===== config.mk =====
export PLATFORM = sky130hd
export DESIGN_NAME = vga_ctrl
export DESIGN_NICKNAME = d
export VERILOG_FILES = /design/src/rtl/vga_pkg.sv /design/src/rtl/vga_sync_cnt.sv /design/src/rtl/vga_ctrl.sv
export SDC_FILE = /design/constraint.sdc
export NUM_CORES = 1
export LEC_CHECK = 0
export BUFFER_PORTS_ARGS = -buffer_cell sky130_fd_sc_hd__buf_2
export CELL_PAD_IN_SITES_DETAIL_PLACEMENT = 0
export CELL_PAD_IN_SITES_GLOBAL_PLACEMENT = 1
export CORE_UTILIZATION = 41
export DETAILED_ROUTE_END_ITERATION = 7
export PLACE_DENSITY_LB_ADDON = 0.1
export SLEW_MARGIN = 40
export SYNTH_ARGS = -nofsm -noshare
export SYNTH_HDL_FRONTEND = slang
export SYNTH_SLANG_ARGS = --single-unit
export TNS_END_PERCENT = 100

===== constraint.sdc =====
create_clock -name vga_clk -period 5.15 [get_ports vga_clk]
set_input_delay 0.515 -clock vga_clk [delete_from_list [all_inputs] [get_ports vga_clk]]
set_output_delay 0.515 -clock vga_clk [all_outputs]
set_load 0.02 [all_outputs]

===== src/rtl/vga_pkg.sv =====
// Shared timing defaults, types and derived-constant helpers for the VGA output path.
package vga_pkg;

  // 640x480@60 with a 25 MHz pixel clock
  localparam int unsigned H_SYNC_DEF   = 96;
  localparam int unsigned H_BACK_DEF   = 48;
  localparam int unsigned H_ACTIVE_DEF = 640;
  localparam int unsigned H_FRONT_DEF  = 16;
  localparam int unsigned V_SYNC_DEF   = 2;
  localparam int unsigned V_BACK_DEF   = 33;
  localparam int unsigned V_ACTIVE_DEF = 480;
  localparam int unsigned V_FRONT_DEF  = 10;

  localparam int unsigned CNT_W = 12;

  typedef logic [15:0]      pixel_t;
  typedef logic [CNT_W-1:0] cnt_t;

  // Total period of a line or frame (H_TOT / V_TOT)
  function automatic int unsigned total_len(input int unsigned sync, input int unsigned back,
                                            input int unsigned active, input int unsigned front);
    return sync + back + active + front;
  endfunction

  // First active position in a line or frame (HA0 / VA0)
  function automatic int unsigned active_start(input int unsigned sync, input int unsigned back);
    return sync + back;
  endfunction

endpackage


===== src/rtl/vga_sync_cnt.sv =====
// Generic sync/porch/active position counter; one instance per axis.
module vga_sync_cnt
  import vga_pkg::*;
#(
  parameter int unsigned SYNC   = H_SYNC_DEF,
  parameter int unsigned BACK   = H_BACK_DEF,
  parameter int unsigned ACTIVE = H_ACTIVE_DEF,
  parameter int unsigned FRONT  = H_FRONT_DEF
) (
  input  logic clk,
  input  logic rst,
  input  logic enable,
  output cnt_t count,
  output logic wrap,
  output logic sync_active,
  output logic active
);

  localparam cnt_t LAST     = cnt_t'(total_len(SYNC, BACK, ACTIVE, FRONT) - 1);
  localparam cnt_t SYNC_END = cnt_t'(SYNC);
  localparam cnt_t ACT_LO   = cnt_t'(active_start(SYNC, BACK));
  localparam cnt_t ACT_HI   = cnt_t'(active_start(SYNC, BACK) + ACTIVE);

  assign wrap        = enable && (count == LAST);
  assign sync_active = (count < SYNC_END);
  assign active      = (count >= ACT_LO) && (count < ACT_HI);

  // Position counter, advances on enable and wraps at the end of the period
  always_ff @(posedge clk) begin
    if (rst) begin
      count <= '0;
    end else if (enable) begin
      count <= (count == LAST) ? '0 : count + cnt_t'(1);
    end
  end

endmodule


===== src/rtl/vga_ctrl.sv =====
// VGA timing generator: pixel request one cycle ahead, registered sync and RGB565 pins.
module vga_ctrl
  import vga_pkg::*;
#(
  parameter int unsigned H_SYNC   = H_SYNC_DEF,
  parameter int unsigned H_BACK   = H_BACK_DEF,
  parameter int unsigned H_ACTIVE = H_ACTIVE_DEF,
  parameter int unsigned H_FRONT  = H_FRONT_DEF,
  parameter int unsigned V_SYNC   = V_SYNC_DEF,
  parameter int unsigned V_BACK   = V_BACK_DEF,
  parameter int unsigned V_ACTIVE = V_ACTIVE_DEF,
  parameter int unsigned V_FRONT  = V_FRONT_DEF,
  parameter bit          SYNC_POL = 1'b0
) (
  input  logic        vga_clk,
  input  logic        sys_rst,
  input  pixel_t      pix_data,
  output logic        pix_req,
  output logic [9:0]  pix_x,
  output logic [9:0]  pix_y,
  output logic        hsync,
  output logic        vsync,
  output pixel_t      rgb,
  output logic        rgb_valid,
  output logic        frame_start
);

  localparam int unsigned HA0 = active_start(H_SYNC, H_BACK);
  localparam int unsigned VA0 = active_start(V_SYNC, V_BACK);

  // Request window is the active span shifted one clock earlier
  localparam cnt_t REQ_LO = cnt_t'(HA0 - 1);
  localparam cnt_t REQ_HI = cnt_t'(HA0 + H_ACTIVE - 2);
  localparam cnt_t Y_OFS  = cnt_t'(VA0);

  cnt_t h_cnt, v_cnt;
  logic h_wrap, v_wrap;
  logic h_sync_act, v_sync_act;
  logic h_active, v_active;
  logic h_req;
  logic unused_ok;

  vga_sync_cnt #(
    .SYNC   (H_SYNC),
    .BACK   (H_BACK),
    .ACTIVE (H_ACTIVE),
    .FRONT  (H_FRONT)
  ) u_h_cnt (
    .clk         (vga_clk),
    .rst         (sys_rst),
    .enable      (1'b1),
    .count       (h_cnt),
    .wrap        (h_wrap),
    .sync_active (h_sync_act),
    .active      (h_active)
  );

  vga_sync_cnt #(
    .SYNC   (V_SYNC),
    .BACK   (V_BACK),
    .ACTIVE (V_ACTIVE),
    .FRONT  (V_FRONT)
  ) u_v_cnt (
    .clk         (vga_clk),
    .rst         (sys_rst),
    .enable      (h_wrap),
    .count       (v_cnt),
    .wrap        (v_wrap),
    .sync_active (v_sync_act),
    .active      (v_active)
  );

  // Horizontal active flag and frame wrap are not needed at this level
  assign unused_ok = h_active ^ v_wrap;

  // Combinational request; drops in the same cycle reset is asserted
  always_comb begin
    h_req   = (h_cnt >= REQ_LO) && (h_cnt <= REQ_HI);
    pix_req = h_req && v_active && !sys_rst;
    pix_x   = '0;
    pix_y   = '0;
    if (pix_req) begin
      pix_x = 10'(h_cnt - REQ_LO);
      pix_y = 10'(v_cnt - Y_OFS);
    end
  end

  // Pin registers: all share a one-cycle lag behind the counters
  always_ff @(posedge vga_clk) begin
    if (sys_rst) begin
      hsync       <= ~SYNC_POL;
      vsync       <= ~SYNC_POL;
      rgb         <= '0;
      rgb_valid   <= 1'b0;
      frame_start <= 1'b0;
    end else begin
      hsync       <= h_sync_act ? SYNC_POL : ~SYNC_POL;
      vsync       <= v_sync_act ? SYNC_POL : ~SYNC_POL;
      rgb         <= pix_req ? pix_data : '0;
      rgb_valid   <= pix_req;
      frame_start <= (h_cnt == '0) && (v_cnt == '0);
    end
  end

endmodule


==> After elaboration in Yosys (flattened, before gate mapping) <==
Index checks and enable logic that the tools add are counted.
{ "word_totals": {"reg_bits": 44, "input_bits": 18, "output_inout_bits": 41, "elab_cells": 35} }
{ "op_classes": {"n_lt_le_gt_ge": 6, "muxes": 5, "n_bitwise": 1, "n_eq_ne": 2, "add_sub_neg": 4, "reduce_logical": 10} }
{ "op_table": {"columns": ["op", "n"], "rows": [
  ["adder 12 x 1 -> 12 bit (second input constant)", 2],
  ["equality test 12 x 10 -> 1 bit (second input constant)", 2],
  ["zero test 12 bit", 2],
  ["two-way mux 10 bit", 2],
  [">= comparator 12 x 6 -> 1 bit (second input constant)", 1],
  [">= comparator 12 x 8 -> 1 bit (second input constant)", 1],
  ["less-or-equal comparator 12 x 10 -> 1 bit (second input constant)", 1],
  ["< comparator 12 x 10 -> 1 bit (second input constant)", 1],
  ["< comparator 12 x 2 -> 1 bit (second input constant)", 1],
  ["< comparator 12 x 7 -> 1 bit (second input constant)", 1],
  ["two-way mux 12 bit", 1],
  ["subtractor 10 x 6 -> 10 bit (second input constant)", 1],
  ["subtractor 10 x 8 -> 10 bit (second input constant)", 1],
  ["logical AND 1 bit", 5],
  ["OR reduction 2 bit", 2],
  ["two-way mux 1 bit", 2],
  ["zero test 1 bit", 1],
  ["inverter 1 bit", 1]
]} }

==> Depth between registers and ports, before layout <==
Gate-level depths: netlist (run 1).
{ "depth": {"word_depth": 6, "depth_mapped": 8, "mapped_depth_nobuf": 6} }

==> Cells and area by module <==
A second synthesis (run 1) with hierarchy kept.
{ "unflattened": {"cells_unflattened": 276, "hier_area_um2": 2368.5} }
{ "by_module_without_submodules": {"columns": ["module", "seq_area_each_um2", "n_inst", "area_per_inst_um2", "cells_each"], "rows": [
  ["vga_ctrl", 400.4, 1, 1087.3, 127],
  ["vga_sync_cnt (u_v_cnt)", 240.2, 1, 648.1, 79],
  ["vga_sync_cnt (u_h_cnt)", 240.2, 1, 633.1, 70]
]} }

==> Worst setup path after synthesis (run 1) <==
Ideal clock, no wire load.
{ "synth_path": {"kind": "flip-flop to output port", "startpoint": "register u_v_cnt.count[7]", "endpoint": "output port pix_x[7]", "path_stages_with_launch": 7, "slack_ns": 2.500, "required_ns": 4.635, "t_arrival_ns": 2.135, "n_path_buf": 2, "path_cell_list": "dfxtp_1 clkbuf_1 or4_1 o21ai_0 o311ai_0 buf_2 nor4_1"} }
{ "synth_between": {"elab_chain_len": 5, "elab_cells_between_ends": 6, "classes_between": "order compare: 2; mux: 1; reduce/logical: 3"} }
{ "synth_lines": {"columns": ["element", "line", "rtl"], "rows": [
  ["from (decl)", "vga_sync_cnt.sv:13", "output cnt_t count,"],
  ["from (signal assigned)", "vga_sync_cnt.sv:33", "count <= (count == LAST) ? '0 : count + cnt_t'(1);"],
  [">= comparator 12 x 6 -> 1 bit / < comparator 12 x 10 -> 1 bit (equally long branches)", "vga_sync_cnt.sv:26", "assign active = (count >= ACT_LO) && (count < ACT_HI);"],
  ["logical AND 1 bit (*)", "vga_sync_cnt.sv:26", null],
  ["logical AND 1 bit (*) (2 in series)", "vga_ctrl.sv:79", "pix_req = h_req && v_active && !sys_rst;"],
  ["two-way mux 10 bit (*)", "vga_ctrl.sv:82", "if (pix_req) begin"],
  ["to (decl)", "vga_ctrl.sv:19", "output logic [9:0] pix_x,"]
]} }
Every way passes the cells marked *; elsewhere a longest branch is shown, timed or not.

==> Worst setup path after layout (run 1) <==
{ "layout_path": {"startpoint": "register u_v_cnt.count[0]", "endpoint": "output port pix_x[7]"} }
Same word-level chain as after synthesis.

==> flow_metrics.tcl, run 1 <==
set metrics [dict create \
    switching_share_pct 22.5 \
    fin_hold_ws_ns 0.469 \
    diodes 0 \
    fillers 519 \
    coreArea_sq_um 5170 \
    p_clk_share_pct 41.2 \
    grt_pass1_vias 1837 \
    root_buffer "clkbuf_8" \
    htree_levels 2 \
    cts_sinks 44 \
    powerDensity_nw_per_um2 245 \
    synth_area_leaders "dfxtp_1, nor3b_1, nor3_1, xnor2_1, a21oi_1" \
    synth_cells 270 \
    synth_top_area_share_pct 39.3 \
    maxSlewViolCount 0 \
    path_cells "ha_1, or4_1, o21ai_0, o311ai_4, buf_4, nor4_1, buf_2" \
    die_h_um 76.0 \
    syn-cell-area_sq_um 2240 \
    p_seq_share_pct 53.9 \
    p_switching_uw 146 \
    cts_tree "done" \
    seq_area_sq_um 881 \
    grt_pass1_wl_mm 9.20 \
    drc 0 \
    clk_latency_ns 0.30 \
    grt_max_degree 25 \
    num_vias 2073 \
    setup.worst_path.end_class "output pin" \
    internal-power_uw 504 \
    synth_nets 293 \
    dr.first_iter.drc_count 78 \
    fin_crit_ns 3.54 \
    synth_area_per_cell_sq_um 8.30 \
    maxCapViolCount 0 \
    setup_violations 0 \
    dp.final_hpwl_mm 3.78 \
    tns_ns 0 \
    chipWidth_um 76.0 \
    yosysWarnings 0 \
    critPathMaxStageDelay_ns 0.44 \
    timing.slew.headroom_pct 50.1 \
    synth_common_cells "dfxtp_1, nor3_1, clkbuf_1" \
    worst_setup_path_start_kind "flip-flop" \
    p_comb_share_pct 4.9 \
    crit_type "reg -> out" \
    ir_drop_v 0.0000944 \
    place.gp.congestion 0.779 \
    dieArea_sq_um 5770 \
    max_freq_mhz 282 \
    hold_viol 0 \
    multi_input_area_sq_um 1230 \
    drt_pass1_iterations 4 \
    yosysUniqueCellTypes 40 \
    async_reset_ff_share_pct 0 \
    boundaryPins 59 \
    required_ns 4.64 \
    synth_most_common_cell "dfxtp_1" \
    clk_pin_slew_ns 0.09 \
    nets 333 \
    cts_setup_buffers 0 \
    layout-drive-gt1-share_pct 23.2 \
    synth-seq-cells 44 \
    io_buffers 58 \
    wl_per_cell_um 14.3 \
    antenna_found_initial 0 \
    antenna_left 0 \
    yosysSeqAreaShare_pct 39.3 \
    rsz0062_at_grt "no" \
    synth_ff_type "dfxtp_1" \
    fin_worst_skew_ns 0.00970 \
    grt-ovfl-total 0 \
    p_leak_nw 1.05 \
    fin_crit_sh_pct 68.8 \
    cts_resized 0 \
    cts_buffer_depth 2 \
    tightest_slew_ns 0.746 \
    synth_top_cell_by_area "dfxtp_1" \
    synth_edf_count 0 \
    status "finished, final reports clean" \
    syn_to_final_growth_pct 18.3 \
    crit_fanout 23 \
    cts_inserted_buffers 5 \
    slowest_stage "or4_1" \
    wirelength_mm 5.45 \
    initial_core_util_pct 43.3 \
    worstHoldPathType "in -> reg" \
    hold_buffers 0 \
    arrival_ns 3.03 \
    track_usage_pct 19.7 \
    vias_per_cell 5.44 \
    row_count 26 \
]
[area by class of cell]
type	count	area share [%]
well taps	70	3.30
repair buffers	61	11.8
inverters	8	1.13
flip-flops and latches	44	33.2
clock buffers	5	2.59
clock inverters	3	1.60
multi-input cells	190	46.4
[cell families (layout without fill, tap and decap cells)]
kind of cell,after synthesis,count (layout),synth area share [%]
compound gates,37,37,10.7
simple gates,128,128,32.6
flops,44,44,39.3
xor+xnor,20,20,7.81
buf+inv,36,77,6.75
fa+ha+maj,5,5,2.79
[metrics by stage]
| step | area, sq um | cells | util, % | setup WS, ns | power [mW] |
|---|---|---|---|---|---|
| after CTS | 2650 | 381 | 51.3 | 1.60 | 0.658 |
| final | 2650 | 381 | 51.3 | 1.61 | 0.650 |
| after floorplan | 2240 | 270 | - | 2.50 | 0.377 |
| after detailed placement | 2540 | 373 | 49.1 | 1.95 | 0.390 |
| after global routing | 2650 | 381 | 51.3 | 1.38 | 0.678 |
| after global placement | 2530 | 373 | 48.9 | 1.96 | 0.390 |
[state kept, by name, summed over array words and instances (netlist names)]
signal and flops:
rgb 16, u_h_cnt.count 12, u_v_cnt.count 12, frame_start 1, hsync 1, rgb_valid 1, vsync 1
[path summary, 6_finish.rpt]
check	start	endpoint	slack, ns	depth (start not counted)
setup / recovery	u_v_cnt.count[0]	pix_x[7]	1.61	7
hold / removal	pix_data[0]	rgb[0]	0.47	2
setup reg to reg	u_v_cnt.count[0]	rgb[1]	2.54	6
hold reg to reg	u_h_cnt.count[0]	u_h_cnt.count[0]	0.50	1
[power groups by stage]
stage	Combinational [mW]	Clock, mW	Sequential (mW)
2_1_floorplan	0.0188	0	0.358
3_3_place_gp	0.0323	0	0.358
3_5_place_dp	0.0320	0	0.358
4_1_cts	0.0323	0.275	0.350
5_1_grt	0.0359	0.290	0.352
6_report	0.0320	0.267	0.350
[metal layers]
metal	track usage [%]	part of all wire, %	vias to the layer above
met1	28.5	50	931
met5	0	0	-
met3	4.70	6.7	7
li1	-	-	1057
met4	6.35	1.3	0
met2	28.6	42	78
[placed cells by master, fill, tap and decap left out, drive strengths merged, types with 2 or more instances in the layout]
cell type / n
a211oi: 2
a21oi: 16
a31oi: 2
and3: 3
and4: 3
buf: 61
clkbuf: 5
dfxtp: 44
ha: 5
inv: 8
nand2: 10
nand3: 13
nand4: 7
nor2: 19
nor2b: 2
nor3: 25
nor3b: 17
nor4: 11
o21ai: 3
o31ai: 5
or3: 5
or4: 8
xnor2: 13
xor2: 7
[critical path: cells and delay by family, from the launching register on]
| family | cells | cell delay, ns |
|---|---|---|
| compound gates | 2 | 0.70 |
| fa+ha+maj | 1 | 0.37 |
| buf+inv | 2 | 0.53 |
| flops | 1 | 0.39 |
| simple gates | 2 | 0.73 |
(Power assumes the default switching activity.)
==> inputs of run 2 (changes only) <==
--- a/config.mk
+++ b/config.mk
@@ -5,10 +5,11 @@
 export SDC_FILE = /design/constraint.sdc
 export NUM_CORES = 1
 export LEC_CHECK = 0
+export ABC_AREA = 1
 export BUFFER_PORTS_ARGS = -buffer_cell sky130_fd_sc_hd__buf_2
 export CELL_PAD_IN_SITES_DETAIL_PLACEMENT = 0
 export CELL_PAD_IN_SITES_GLOBAL_PLACEMENT = 1
-export CORE_UTILIZATION = 41
+export CORE_UTILIZATION = 37
 export DETAILED_ROUTE_END_ITERATION = 7
 export PLACE_DENSITY_LB_ADDON = 0.1
 export SLEW_MARGIN = 40
==> constraint.sdc (replaced) <==
create_clock -name vga_clk -period 3.32 [get_ports vga_clk]
set_input_delay 0.332 -clock vga_clk [delete_from_list [all_inputs] [get_ports vga_clk]]
set_output_delay 0.332 -clock vga_clk [all_outputs]
set_load 0.02 [all_outputs]
==> flow_metrics.tcl, run 2 <==
set metrics [dict create \
    grt_max_degree 38 \
    arrival_ns 2.23 \
    timing.slew.headroom_pct 66.7 \
    yosysSeqAreaShare_pct 36.7 \
    hold_depth 3 \
    dp.final_hpwl_mm 4.52 \
    num_vias 2253 \
    grt_pass1_vias 2087 \
    grt.busiest_layer "met2" \
    fillers 682 \
    r2r_setup_slack_ns 1.43 \
    dieArea_sq_um 6820 \
    fin_crit_ns 2.56 \
    fin_worst_skew_ns 0.0114 \
    die_h_um 82.6 \
    syn-cell-area_sq_um 2400 \
    ir_drop_v 0.000154 \
    synth_top_cell_by_area "dfxtp_1" \
    required_ns 2.99 \
    antenna_left 0 \
    tns_ns 0 \
    holdPathEnd "rgb[2]" \
    grtUsageMet3_pct 3.41 \
    initial_core_util_pct 39.4 \
    status "finished, final reports clean" \
    track_usage_pct 19.0 \
    p_leak_nw 1.48 \
    largest_reg_flops 16 \
    drt_pass1_iterations 4 \
    rsz0062_at_grt "no" \
    nets 438 \
    cts_resized 0 \
    p_total_uw 915 \
    diodes 0 \
    worst_setup_path_start_kind "flip-flop" \
    reg_top3 "rgb: 16 flops, u_h_cnt.count: 12 flops, u_v_cnt.count: 12 flops" \
    cp_top_family "simple AND/OR/NAND/NOR gates" \
    htree_levels 2 \
    path_cells "ha_1, nor2_2, nand2_1, o21ai_1, nand2_1, nor2_4, nand2_4, nor2_1, buf_2" \
    coreArea_sq_um 6100 \
    row_count 28 \
    crit_fanout 37 \
    synth_nets 382 \
    synth_ff_type "dfxtp_1" \
    slowest_stage "dfxtp_1" \
    powerDensity_nw_per_um2 328 \
    layout_common_cells "nand2_1, nor2_1, buf_2" \
    boundaryPins 59 \
    place.gp.congestion 0.836 \
    synth_common_cells "nand2_1, nor2_1, inv_1" \
    cp_common_cell "nand2_1" \
    synth_cells 359 \
    synth_top_area_share_pct 36.7 \
    wirelength_mm 5.93 \
    chipWidth_um 82.6 \
    synth_most_common_cell "nand2_1" \
    maxCapViolCount 0 \
    synth_area_leaders "dfxtp_1, nand2_1, nor2_1, inv_1, nand3_1" \
    met2_usage_pct 33.3 \
    async_reset_ff_share_pct 0 \
    cts_inserted_buffers 5 \
    antenna_found_initial 0 \
    maxSlewViolCount 0 \
    reg2reg_to "u_v_cnt.count[9]" \
    setup_violations 0 \
    vias_per_cell 4.60 \
    cts_setup_buffers 0 \
    fin_crit_sh_pct 77.2 \
    io_buffers 58 \
    clk_latency_ns 0.30 \
    max_freq_mhz 390 \
    cts_buffer_depth 2 \
    cts_sinks 44 \
    r2r-start "u_h_cnt.count[8]" \
    hold_viol 0 \
    cp_num_buf_inv 1 \
    wl_per_cell_um 12.1 \
    syn_to_final_growth_pct 16.1 \
    synth_edf_count 0 \
    crit_type "reg -> out" \
    clk_pin_slew_ns 0.09 \
    worstHoldPathType "in -> reg" \
    grt_pass1_wl_mm 9.78 \
    critPathMaxStageDelay_ns 0.36 \
    hold_buffers 0 \
    r2r_cells 9 \
    top_register "rgb" \
    synth_area_per_cell_sq_um 6.69 \
    layout-drive-gt1-share_pct 22.7 \
    dr.first_iter.drc_count 95 \
    yosysUniqueCellTypes 27 \
    yosysWarnings 0 \
    cts_tree "done" \
    tightest_slew_ns 0.499 \
    synth-seq-cells 44 \
    min_from "pix_data[2]" \
    mostFrequentLayoutCell "nand2_1" \
    grtUsageMet1_pct 23.6 \
    drc 0 \
    setup.worst_path.end_class "output pin" \
    grt-ovfl-total 0 \
    root_buffer "clkbuf_8" \
]
==> run 2: changes by cell type after synthesis, sizes merged, moves of 5 or more <==
| cell | change |
|---|---|
| nand3 | +10 |
| o21ai | +7 |
| a21oi | -6 |
| nand2 | +70 |
| or3 | -5 |
| clkbuf | -20 |
| nor2 | +68 |
| nor3b | -16 |
| or4 | -8 |
| nor4 | -11 |
| o31ai | -5 |
| xnor2 | -11 |
| nor3 | -15 |
| inv | +48 |
==> run 2: final cells by class <==
| class | count | area, sq um | area share [%] |
|---|---|---|---|
| Clock buffer | 5 | 68.8 | 2.47 |
| Clock inverter | 2 | 12.5 | 0.449 |
| Inverter | 56 | 210 | 7.54 |
| Multi-Input combinational cell | 250 | 1230 | 44.2 |
| Sequential cell | 44 | 881 | 31.6 |
| Tap cell | 75 | 93.8 | 3.36 |
| Timing Repair Buffer | 58 | 290 | 10.4 |
==> run 2: power breakdown <==
group          switching (mW)  leakage [nW]  internal [mW]
Sequential            0.00417         0.356          0.533
Combinational          0.0264          1.09         0.0179
Clock                   0.191        0.0400          0.143
==> run 2: kinds of logic (layout without fill, tap and decap cells) <==
family	count (synthesis)	in the layout	share of synthesized area [%]
buf+inv	65	121	12.0
flops	44	44	36.7
xor+xnor	11	11	4.01
simple gates	211	211	39.6
compound gates	23	23	5.05
fa+ha+maj	5	5	2.60
==> run 2: routing by layer <==
metal,wire [um],up-vias
met2,2930,28
li1,-,1219
met5,0,-
met4,65,0
met1,2780,1000
met3,157,6
==> run 2: worst max-delay path by stage <==
stage                           to  cells past startpoint        startpoint  slack, ns
after floorplan           pix_x[0]                     10  u_v_cnt.count[0]       1.32
after global placement    pix_y[0]                      9  u_v_cnt.count[0]       1.15
after detailed placement  pix_x[6]                      9  u_v_cnt.count[0]       1.08
after CTS                 pix_x[6]                      9  u_v_cnt.count[0]       0.72
after global routing      pix_y[7]                      9  u_v_cnt.count[0]       0.56
final                     pix_x[6]                      9  u_v_cnt.count[0]       0.76
==> run 2: metrics by stage <==
stage	instances	hold slack (ns)	instance area, sq um	util [%]	worst slack [ns]
after global routing	490	0.230	2790	45.8	0.561
final	490	0.241	2790	45.8	0.757
after floorplan	359	0.401	2400	-	1.32
after global placement	483	0.452	2710	44.4	1.15
after detailed placement	483	0.453	2710	44.4	1.08
after CTS	490	0.228	2790	45.8	0.725
==> run 2: worst reg2reg max path: cells and delay by family (launching register included) <==
family / cells / cell delay, ns
AND/OR/NAND/NOR: 7 / 1.10
flip-flops: 1 / 0.46
buffers and inverters: 2 / 0.25
==> inputs of run 3 (changes only) <==
==> constraint.sdc (replaced) <==
create_clock -name vga_clk -period 2.4 [get_ports vga_clk]
set_input_delay 0.24 -clock vga_clk [delete_from_list [all_inputs] [get_ports vga_clk]]
set_output_delay 0.24 -clock vga_clk [all_outputs]
set_load 0.02 [all_outputs]
==> flow_metrics.tcl, run 3 (synthesis gave the netlist of run 2 again) <==
set metrics [dict create \
    worstHoldPathType "in -> reg" \
    drc 0 \
    track_usage_pct 19.3 \
    grt-ovfl-total 0 \
    reg_top3 "rgb: 16 flops, u_h_cnt.count: 12 flops, u_v_cnt.count: 12 flops" \
    dr_wl_met2_mm 2.92 \
    io_buffers 58 \
    diodes 0 \
    largest_reg_flops 16 \
    max_freq_mhz 457 \
    num_vias 2295 \
    cts_buffer_depth 2 \
    reg2reg_to "u_v_cnt.count[9]" \
    hold_buffers 0 \
    endpoint "pix_x[8]" \
    fin_hold_ws_ns 0.143 \
    fin_crit_sh_pct 91.2 \
    required_ns 2.16 \
    clk_latency_ns 0.30 \
    cts_sinks 44 \
    arrival_ns 1.95 \
    timing.slew.headroom_pct 70.8 \
    ir_drop_v 0.000355 \
    cts_inserted_buffers 5 \
    nets 440 \
    highest_layer "met4" \
    r2r_cells 9 \
    wl_per_cell_um 12.1 \
    setup.worst_path.end_class "output pin" \
    wl_met1_mm 2.64 \
    crit_fanout 28 \
    tightest_slew_ns 0.435 \
    grt_pass1_vias 2102 \
    maxCapViolCount 0 \
    layout_common_cells "nand2_1, nor2_1, buf_2" \
    pre_cts_slack_ns 0.364 \
    mostFrequentLayoutCell "nand2_1" \
    place.gp.congestion 0.829 \
    hold_depth 3 \
    root_buffer "clkbuf_8" \
    routed-wl-met3_um 269 \
    grt_pass1_wl_mm 9.89 \
    grt_max_degree 29 \
    clk_pin_slew_ns 0.08 \
    dp.final_hpwl_mm 4.59 \
    vias_per_cell 4.66 \
    status "finished, final reports clean" \
    htree_levels 2 \
    fillers 687 \
    setup_violations 0 \
    maxSlewViolCount 0 \
    top_register "rgb" \
    layout-drive-gt1-share_pct 23.7 \
    fin_worst_skew_ns 0.00488 \
    dr.first_iter.drc_count 102 \
    antenna_found_initial 0 \
    antenna_left 0 \
    crit_path_start "u_v_cnt.count[0]" \
    worst_setup_path_start_kind "flip-flop" \
    syn_to_final_growth_pct 19.3 \
    p_leak_nw 1.50 \
    r2r_setup_slack_ns 0.61 \
    boundaryPins 59 \
    chipWidth_um 82.6 \
    r2r-start "u_h_cnt.count[8]" \
    wirelength_mm 5.94 \
    fin_crit_ns 2.19 \
    powerDensity_nw_per_um2 494 \
    die_h_um 82.6 \
    cts_tree "done" \
    row_count 28 \
    crit_type "reg -> out" \
    drt_pass1_iterations 4 \
    coreArea_sq_um 6100 \
    hold_viol 0 \
    finalWorstSetupSlack_ns 0.211 \
    dieArea_sq_um 6820 \
    initial_core_util_pct 39.4 \
]
==> run 3: worst min path at each step <==
stage | from | end
CTS | pix_data[0] | rgb[0]
finish | pix_data[0] | rgb[0]
detailed placement | pix_data[0] | rgb[0]
global placement | pix_data[3] | rgb[3]
global route | pix_data[2] | rgb[2]
floorplan | sys_rst | u_v_cnt.count[10]
==> run 3: repair_timing <==
action / in CTS / in global routing
gates resized for setup: 0 / 4
buffers inserted: 0 / 0
endpoints found under the setup margin: 0 / 20
==> run 3: stage by stage <==
| stage | utilization [%] | cells | area [sq um] | TNS [ns] | power (mW) |
|---|---|---|---|---|---|
| 4_1_cts | 46.7 | 493 | 2840 | 0 | 1.44 |
| 6_report | 47.0 | 493 | 2870 | 0 | 1.42 |
| 2_1_floorplan | - | 359 | 2400 | 0 | 0.797 |
| 5_1_grt | 47.0 | 493 | 2870 | -0.000878 | 1.49 |
| 3_3_place_gp | 44.7 | 485 | 2720 | 0 | 0.824 |
| 3_5_place_dp | 44.7 | 485 | 2720 | 0 | 0.824 |
==> run 3: power breakdown <==
group          switching [mW]  internal [mW]
sequential            0.00593          0.738
clock                   0.269          0.341
combinational          0.0374         0.0260
total                   0.312           1.10
==> run 3: area by class of cell <==
cell class / count / area, sq um / area share [%]
inverter: 56 / 210 / 7.33
clock inverter: 2 / 38.8 / 1.35
timing repair buffer: 60 / 305 / 10.7
multi-input combinational: 250 / 1250 / 43.7
sequential: 44 / 882 / 30.8
tap: 75 / 93.8 / 3.27
clock buffer: 6 / 82.6 / 2.88
==> run 3: metal layers <==
metal	global-route usage [%]	vias up
met2	33.1	49
met4	6.72	0
met5	0	-
met3	4.07	10
li1	-	1223
met1	23.7	1013
==> run 3: critical path, cell delays in order (launching register included) <==
cell and delay [ns]:
dfxtp_1 0.38, ha_4 0.21, nor2_2 0.09, nand2_1 0.09
o21ai_1 0.15, nand2_1 0.10, nor2_4 0.16, nand2_8 0.17
nor2_1 0.13, buf_2 0.17
